==> src/rtl/tqv_pulse_generator.sv <==
// tqv_pulse_generator: TinyQV peripheral emitting programmable pulse trains on uo_out[0].
// Start comes from a CTRL write or a synchronized rising edge on ui_in[0].
module tqv_pulse_generator #(
    parameter int CNT_W = 16
) (
    input  logic        clk,
    input  logic        rst_n,
    input  logic [7:0]  ui_in,
    output logic [7:0]  uo_out,
    input  logic [5:0]  address,
    input  logic [31:0] data_in,
    input  logic [1:0]  data_write_n,
    input  logic [1:0]  data_read_n,
    output logic [31:0] data_out,
    output logic        data_ready,
    output logic        user_interrupt
);
    typedef enum logic [1:0] {IDLE, HIGH, LOW} state_t;
    state_t           state_q, state_d;
    logic [CNT_W-1:0] high_time_q, high_time_d, low_time_q, low_time_d;
    logic [CNT_W-1:0] count_q, count_d, rem_q, rem_d, timer_q, timer_d;
    logic             idle_level_q, idle_level_d, irq_en_q, irq_en_d, trig_en_q, trig_en_d;
    logic             done_q, done_d, pulse_q, pulse_d, trig_prev_q, trig_prev_d;
    logic [1:0]       sync_q, sync_d;
    logic             wr, ctrl_wr, busy, trig_edge, go, stop_req;
    logic [31:0]      wmask;
    logic [CNT_W-1:0] m, wbits, high_ld, low_ld;
    logic             unused_ok;
    assign wr        = data_write_n != 2'b11;
    assign wmask     = (data_write_n == 2'b00) ? 32'hFF : (data_write_n == 2'b01) ? 32'hFFFF : '1;
    assign m         = wmask[CNT_W-1:0];
    assign wbits     = data_in[CNT_W-1:0] & m;
    assign ctrl_wr   = wr && address == 6'h00;
    assign busy      = state_q != IDLE;
    assign trig_edge = trig_en_q && sync_q[1] && !trig_prev_q;
    // STOP in the same write suppresses a START even from IDLE
    assign go        = !busy && ((ctrl_wr && data_in[0]) || trig_edge) && !(ctrl_wr && data_in[1]);
    assign stop_req  = ctrl_wr && data_in[1] && busy;
    assign high_ld   = (high_time_q == '0) ? CNT_W'(1) : high_time_q;
    assign low_ld    = (low_time_q == '0) ? CNT_W'(1) : low_time_q;
    always_comb begin
        state_d      = state_q;
        timer_d      = timer_q;
        rem_d        = rem_q;
        done_d       = done_q;
        high_time_d  = high_time_q;
        low_time_d   = low_time_q;
        count_d      = count_q;
        idle_level_d = idle_level_q;
        irq_en_d     = irq_en_q;
        trig_en_d    = trig_en_q;
        sync_d       = {sync_q[0], ui_in[0]};
        trig_prev_d  = sync_q[1];
        if (ctrl_wr) begin
            idle_level_d = data_in[2];
            irq_en_d     = data_in[3];
            trig_en_d    = data_in[5];
            if (data_in[4]) done_d = 1'b0;
        end
        if (wr && address == 6'h04) high_time_d = (high_time_q & ~m) | wbits;
        if (wr && address == 6'h08) low_time_d  = (low_time_q & ~m) | wbits;
        if (wr && address == 6'h0C) count_d     = (count_q & ~m) | wbits;
        if (go) begin
            state_d = HIGH;
            timer_d = high_ld;
            rem_d   = count_q;
            done_d  = 1'b0;
        end else if (stop_req) begin
            state_d = IDLE;
        end else if (busy) begin
            if (timer_q != CNT_W'(1)) begin
                timer_d = timer_q - CNT_W'(1);
            end else if (state_q == LOW) begin
                state_d = HIGH;
                timer_d = high_ld;
            end else if (rem_q == '0) begin
                state_d = LOW;
                timer_d = low_ld;
            end else begin
                // REMAINING is only nonzero while running in counted mode
                rem_d = rem_q - CNT_W'(1);
                if (rem_q == CNT_W'(1)) begin
                    state_d = IDLE;
                    done_d  = 1'b1;
                end else begin
                    state_d = LOW;
                    timer_d = low_ld;
                end
            end
        end
        pulse_d = idle_level_d ^ (state_d == HIGH);
    end
    always_ff @(posedge clk or negedge rst_n) begin
        if (!rst_n) begin
            state_q      <= IDLE;
            timer_q      <= '0;
            rem_q        <= '0;
            done_q       <= 1'b0;
            high_time_q  <= '0;
            low_time_q   <= '0;
            count_q      <= '0;
            idle_level_q <= 1'b0;
            irq_en_q     <= 1'b0;
            trig_en_q    <= 1'b0;
            pulse_q      <= 1'b0;
            sync_q       <= '0;
            trig_prev_q  <= 1'b0;
        end else begin
            state_q      <= state_d;
            timer_q      <= timer_d;
            rem_q        <= rem_d;
            done_q       <= done_d;
            high_time_q  <= high_time_d;
            low_time_q   <= low_time_d;
            count_q      <= count_d;
            idle_level_q <= idle_level_d;
            irq_en_q     <= irq_en_d;
            trig_en_q    <= trig_en_d;
            pulse_q      <= pulse_d;
            sync_q       <= sync_d;
            trig_prev_q  <= trig_prev_d;
        end
    end
    always_comb begin
        data_out = '0;
        case (address)
            6'h00:   data_out = {22'b0, done_q, busy, 2'b0, trig_en_q, 1'b0, irq_en_q, idle_level_q, 2'b0};
            6'h04:   data_out = 32'(high_time_q);
            6'h08:   data_out = 32'(low_time_q);
            6'h0C:   data_out = 32'(count_q);
            6'h10:   data_out = 32'(rem_q);
            default: data_out = '0;
        endcase
    end
    assign uo_out         = {6'b0, busy, pulse_q};
    assign data_ready     = 1'b1;
    assign user_interrupt = done_q & irq_en_q;
    assign unused_ok      = &{1'b0, ui_in[7:1], data_read_n, data_in, wmask};
endmodule

==> config.mk <==
export PLATFORM = sky130hd
export DESIGN_NAME = tqv_pulse_generator
export DESIGN_NICKNAME = d
export VERILOG_FILES = /design/src/rtl/tqv_pulse_generator.sv
export SDC_FILE = /design/constraint.sdc
export NUM_CORES = 1
export LEC_CHECK = 0
export BUFFER_PORTS_ARGS = -buffer_cell sky130_fd_sc_hd__buf_4
export CELL_PAD_IN_SITES_DETAIL_PLACEMENT = 1
export CELL_PAD_IN_SITES_GLOBAL_PLACEMENT = 2
export CORE_UTILIZATION = 37
export CTS_BUF_LIST = sky130_fd_sc_hd__clkbuf_4 sky130_fd_sc_hd__clkbuf_8
export CTS_CLUSTER_SIZE = 28
export DETAILED_ROUTE_END_ITERATION = 16
export PLACE_DENSITY = 0.86
export SLEW_MARGIN = 5
export SYNTH_ARGS = -nofsm -noshare
export SYNTH_HDL_FRONTEND = slang
export SYNTH_SLANG_ARGS = --single-unit
==> constraint.sdc <==
create_clock -name clk -period 2.35 [get_ports clk]
set_input_delay 0.3525 -clock clk [delete_from_list [all_inputs] [get_ports clk]]
set_output_delay 0.3525 -clock clk [all_outputs]
set_load 0.05 [all_outputs]
Yosys cells after proc, flatten, opt, wreduce, memory -nomap -nowiden
Cells that the tools add are included.

cells by class
  equality and inequality tests = 14
  bitwise logic cells = 10
  reduce and logical (&&, ||, !) cells = 24
  add/subtract/negate cells = 2
  mux-type cells = 34

operators with widths
  cell                     number
  $mux W16                 16
  $pmux W16 S5             1
  $and A16 B16 Y16         4
  $logic_not A16 Y1        3
  $or A16 B16 Y16          3
  $sub A16 B1 Y16 const B  2
  $eq A16 B1 Y1 const B    1
  $ne A16 B1 Y1 const B    1
  $not A16 Y16             1
  $mux W2                  7
  $eq A6 B4 Y1 const B     2
  $logic_and A1 B1 Y1      11
  $mux W1                  10
  $ne A2 B2 Y1 const B     5
  $eq A6 B3 Y1 const B     1
  $eq A6 B5 Y1 const B     1
  $logic_not A6 Y1         1
  $ne A5 B5 Y1 const B     1
  $reduce_and A5 Y1        1
  $reduce_bool A2 Y1       2
  $logic_not A1 Y1         3
  $reduce_and A3 Y1        1
  $eq A2 B1 Y1 const B     1
  $eq A2 B2 Y1 const B     1
  4 further kinds          4

storage, ports and cells
  register bits after elaboration = 90
  output and inout bits = 42
  word-level logic and storage cells = 97
  bits of input ports = 52

Depth between registers and ports, before layout
  word-level depth = 10
  gate-level depth with buffers = 9
  gate-level depth less buffers = 8

Least setup slack after synthesis
Ideal clock, no wire load.

  path kind = input-to-output
  start = input address[2]
  end = output data_out[8]
  path slack = 0.018 ns
  required time = 1.997 ns
  data arrival time = 1.980 ns
  buffers on the path = 2
  stages on the path = 4
  cells stage by stage = clkbuf_1 clkbuf_1 mux2i_1 o221ai_1

on the way
  word-level cells in the longest chain between the ends = 2
  elaborated cells on any way between the ends = 6
  classes of those cells = eq/ne: 4; mux: 1; reduce/logical: 1

RTL lines
  item                                        line  text
  from (decl)                                 10    input logic [5:0] address,
  $eq A6 B5 Y1, or another cell as far along  126   case (address)
  $pmux W16 S5 *                              126
  to (decl)                                   14    output logic [31:0] data_out,

Every way passes the cells marked *; elsewhere a longest branch is shown, timed or not.

Worst setup path after layout
  start = input address[1]
  end = output data_out[4]

The elaborated chain is that of the path after synthesis.

==> key figures <==
Synthesis
  • Synth Area per Inst: between 10 and 15 sq um
  • Register bit total from synthesis: 90
  • Post-synth EDFFs: 0
  • Netlist Area Pre-Place: between 5000 and 6000 sq um
  • Seq/Total Area, Yosys: 40.9%
  • Cell variety after synth: 72
  • FFs w/ async S/R, synth: 100%
  • Yosys warns: 0
  • Cells after synthesis: approximately 530
  • Main synth FF type: dfrtp_1

Timing
  • TNS Setup: 0 ns
  • Minimum clock period: about 2.3 ns
  • Max Freq: 0.435 GHz
  • Relative slew slack: roughly two thirds
  • Slew @ Worst Pin: between 0.5 and 0.6 ns
  • Hold violation count in the final report: 0
  • RSZ-0062 raised after global routing: false
  • Slew Viols, Final: 0
  • WHS: approximately 0.057 ns
  • Clock skew: 0.0154 ns
  • Final period util: roughly 98%
  • Setup Viol. Count Final: 0

Final layout
  • FILL cells: between 1500 and 2000
  • Register Area: about 2300 sq um
  • Layout cells sized above 1: 35.0%
  • Antenna fix cells: 0
  • Final core utilization: a little under half
  • Commonest non-fill, non-tap cells in the layout: buf_4 (103), dfrtp_1 (90), nor2_1 (52), mux2_2 (52), nand2_1 (39)
  • Area of the multi-input gates: between 3000 and 4000 sq um
  • Most common cell after layout, fill and taps aside: buf_4
  • Final Cell Area: approximately 6600 sq um
  • Nets@finish: between 600 and 700
  • Layout area overhead: 19.1%

Setup path
  • Reg2Reg Setup Slack: approximately 0.12 ns
  • CP peak stage delay: roughly 0.40 ns
  • Critical Path Most Common Cell: buf_4
  • Worst Setup Start Kind: primary input
  • Worst Path Max Fanout: 5
  • Required @ worst endpoint: approximately 2.0 ns
  • Reg2reg start: timer_q[0]
  • WP buf/inv: 3
  • Crit path launch: address[1]
  • Crit-path slowest cell: nor3_1
  • Critical path type: in -> out
  • Crit end category: primary output
  • Crit path arrival time: 1.95 ns
  • Cell family with most CP delay: simple AND/OR/NAND/NOR gates
  • Cells along the critical path: buf_4 > nor3_1 > nand2_1 > nor2_1 > buf_4 > a221o_1 > buf_4

GRT
  • Initial antenna violation count: 0
  • GRT Total Usage: between 20% and 30%
  • Vias in the first global route: about 4900
  • Pin count of the biggest net entering global routing: 43
  • GR Overflow Total: 0
  • Global-route wire length before repair: between 20000 and 30000 microns

Clock tree
  • Clock Sinks: 90
  • CTS root buffer: clkbuf_8
  • Worst-Skew Late Latency: between 0.3 and 0.4 ns
  • H-Tree Depth: 3
  • Clk pin slew, worst setup/hold paths: 0.10 ns
  • CTS tree: done
  • Total CTS buffers: 9
  • Clock Path Buffers: 2

Power and ir drop
  • P_leak: approximately 2.9 nW
  • Power per Cell Area: slightly below 900 nW/um^2
  • Max VDD drop: approximately 0.44 mV
  • Overall power: around 5.9 mW

Job
  • Number of max-cap violations: 0

Routing
  • DRT Wirelength: around 18000 microns
  • Vias: 4705
  • DR iter-0 viols: roughly 320
  • WL per Instance: 22.4 microns
  • Post-route ant nets: 0
  • DRC violations left: 0
  • Pre-antenna DRT Iters: 4
  • Via density: between 5 and 6

Place
  • Dpl cell area: between 6000 and 7000 sq um
  • Port buffer count: 45
  • Hpwl dp: between 10000 and 15000 microns
  • Routability Congestion: 0.910

Floorplan
  • Total die area: 15400 sq um
  • FP Rows: 44
  • IO Pins: between 90 and 100
  • Starting Density: 37.9%
  • Die X: between 100 and 150 microns
  • Chip height: 124 microns
  • Placeable Area: approximately 15000 sq um

Status
  • Status: finished clean

Hold path
  • Worst hold path type: in -> reg
  • Min-delay src: ui_in[0]
[final timing paths]
check | end | depth (start not counted)
setup / recovery | data_out[4] | 7
hold / removal | sync_q[0] | 1
setup reg to reg | timer_q[6] | 8
hold reg to reg | sync_q[1] | 0
max in group asynchronous | rem_q[3] | 3
min in group asynchronous | timer_q[7] | 2
[layout make-up]
class | instances | area share [%]
well taps | 184 | 3.51
clock inverters | 7 | 0.955
flip-flops and latches | 90 | 34.4
multi-input cells | 406 | 46.1
clock buffers | 9 | 1.89
repair buffers | 106 | 12.6
inverters | 10 | 0.573
[synth_stat cells, types with 11 or more instances]
library cell	number	area (sq um)
dfrtp_1	90	2250
nor2_1	53	199
mux2_2	52	586
nand2_1	39	146
buf_4	27	203
mux2i_1	23	230
nor3_1	22	110
o21ai_0	17	85.1
nand3_1	16	80.1
a21oi_1	15	75.1
a221o_1	15	150
nor4_1	11	68.8
[metal layers]
metal / wire (microns) / part of all wire (%) / GRT usage (%) / vias up
li1: - / - / - / 2134
met1: 8120 / 45 / 32.8 / 2398
met2: 8570 / 47 / 39.9 / 130
met3: 786 / 4.3 / 4.90 / 43
met4: 678 / 3.7 / 12.1 / 0
met5: 0 / 0 / 0 / -
[where the power goes]
group          internal, mW  switching (mW)
clock network         0.413           0.660
logic                  1.03            1.33
registers              1.90           0.513
total                  3.35            2.51
[what timing repair did]
item / 4_1_cts / 5_1_grt
resized for setup: 1 / 12
pin swaps: 0 / 4
cloned: 0 / 0
hold endpoints to repair: 19 / 0
endpoints found under the setup margin: 1 / 24
buffers inserted: 0 / 2
hold buffers: 1 / 0
[worst register-to-register path, cell delays in order (launching register included)]
cell       delay (ns)
dfrtp_1          0.44
inv_1            0.11
ha_1             0.17
or4b_2           0.70
nor2_1           0.17
xnor2_1          0.14
o2bb2ai_1        0.10
a221oi_2         0.22
nor2_1           0.07
[per-stage QoR]
step / std cells / setup slack, ns
global route: 812 / 0.0109
global placement: 793 / 0.0855
detailed placement: 793 / -0.0210
floorplan: 553 / 0.0176
CTS: 810 / 0.00510
finish: 812 / 0.0519
[kinds of logic after synthesis]
| kind of cell | count (synthesis) | synth area share, % |
|---|---|---|
| other cells | 2 | 0.137 |
| mux | 75 | 14.8 |
| xor+xnor | 12 | 1.91 |
| simple gates | 186 | 18.9 |
| compound gates | 105 | 15.7 |
| flops | 90 | 40.9 |
| buf+inv | 57 | 6.44 |
| fa+ha+maj | 5 | 1.14 |
Note: power is estimated with default switching activity, not from simulation.
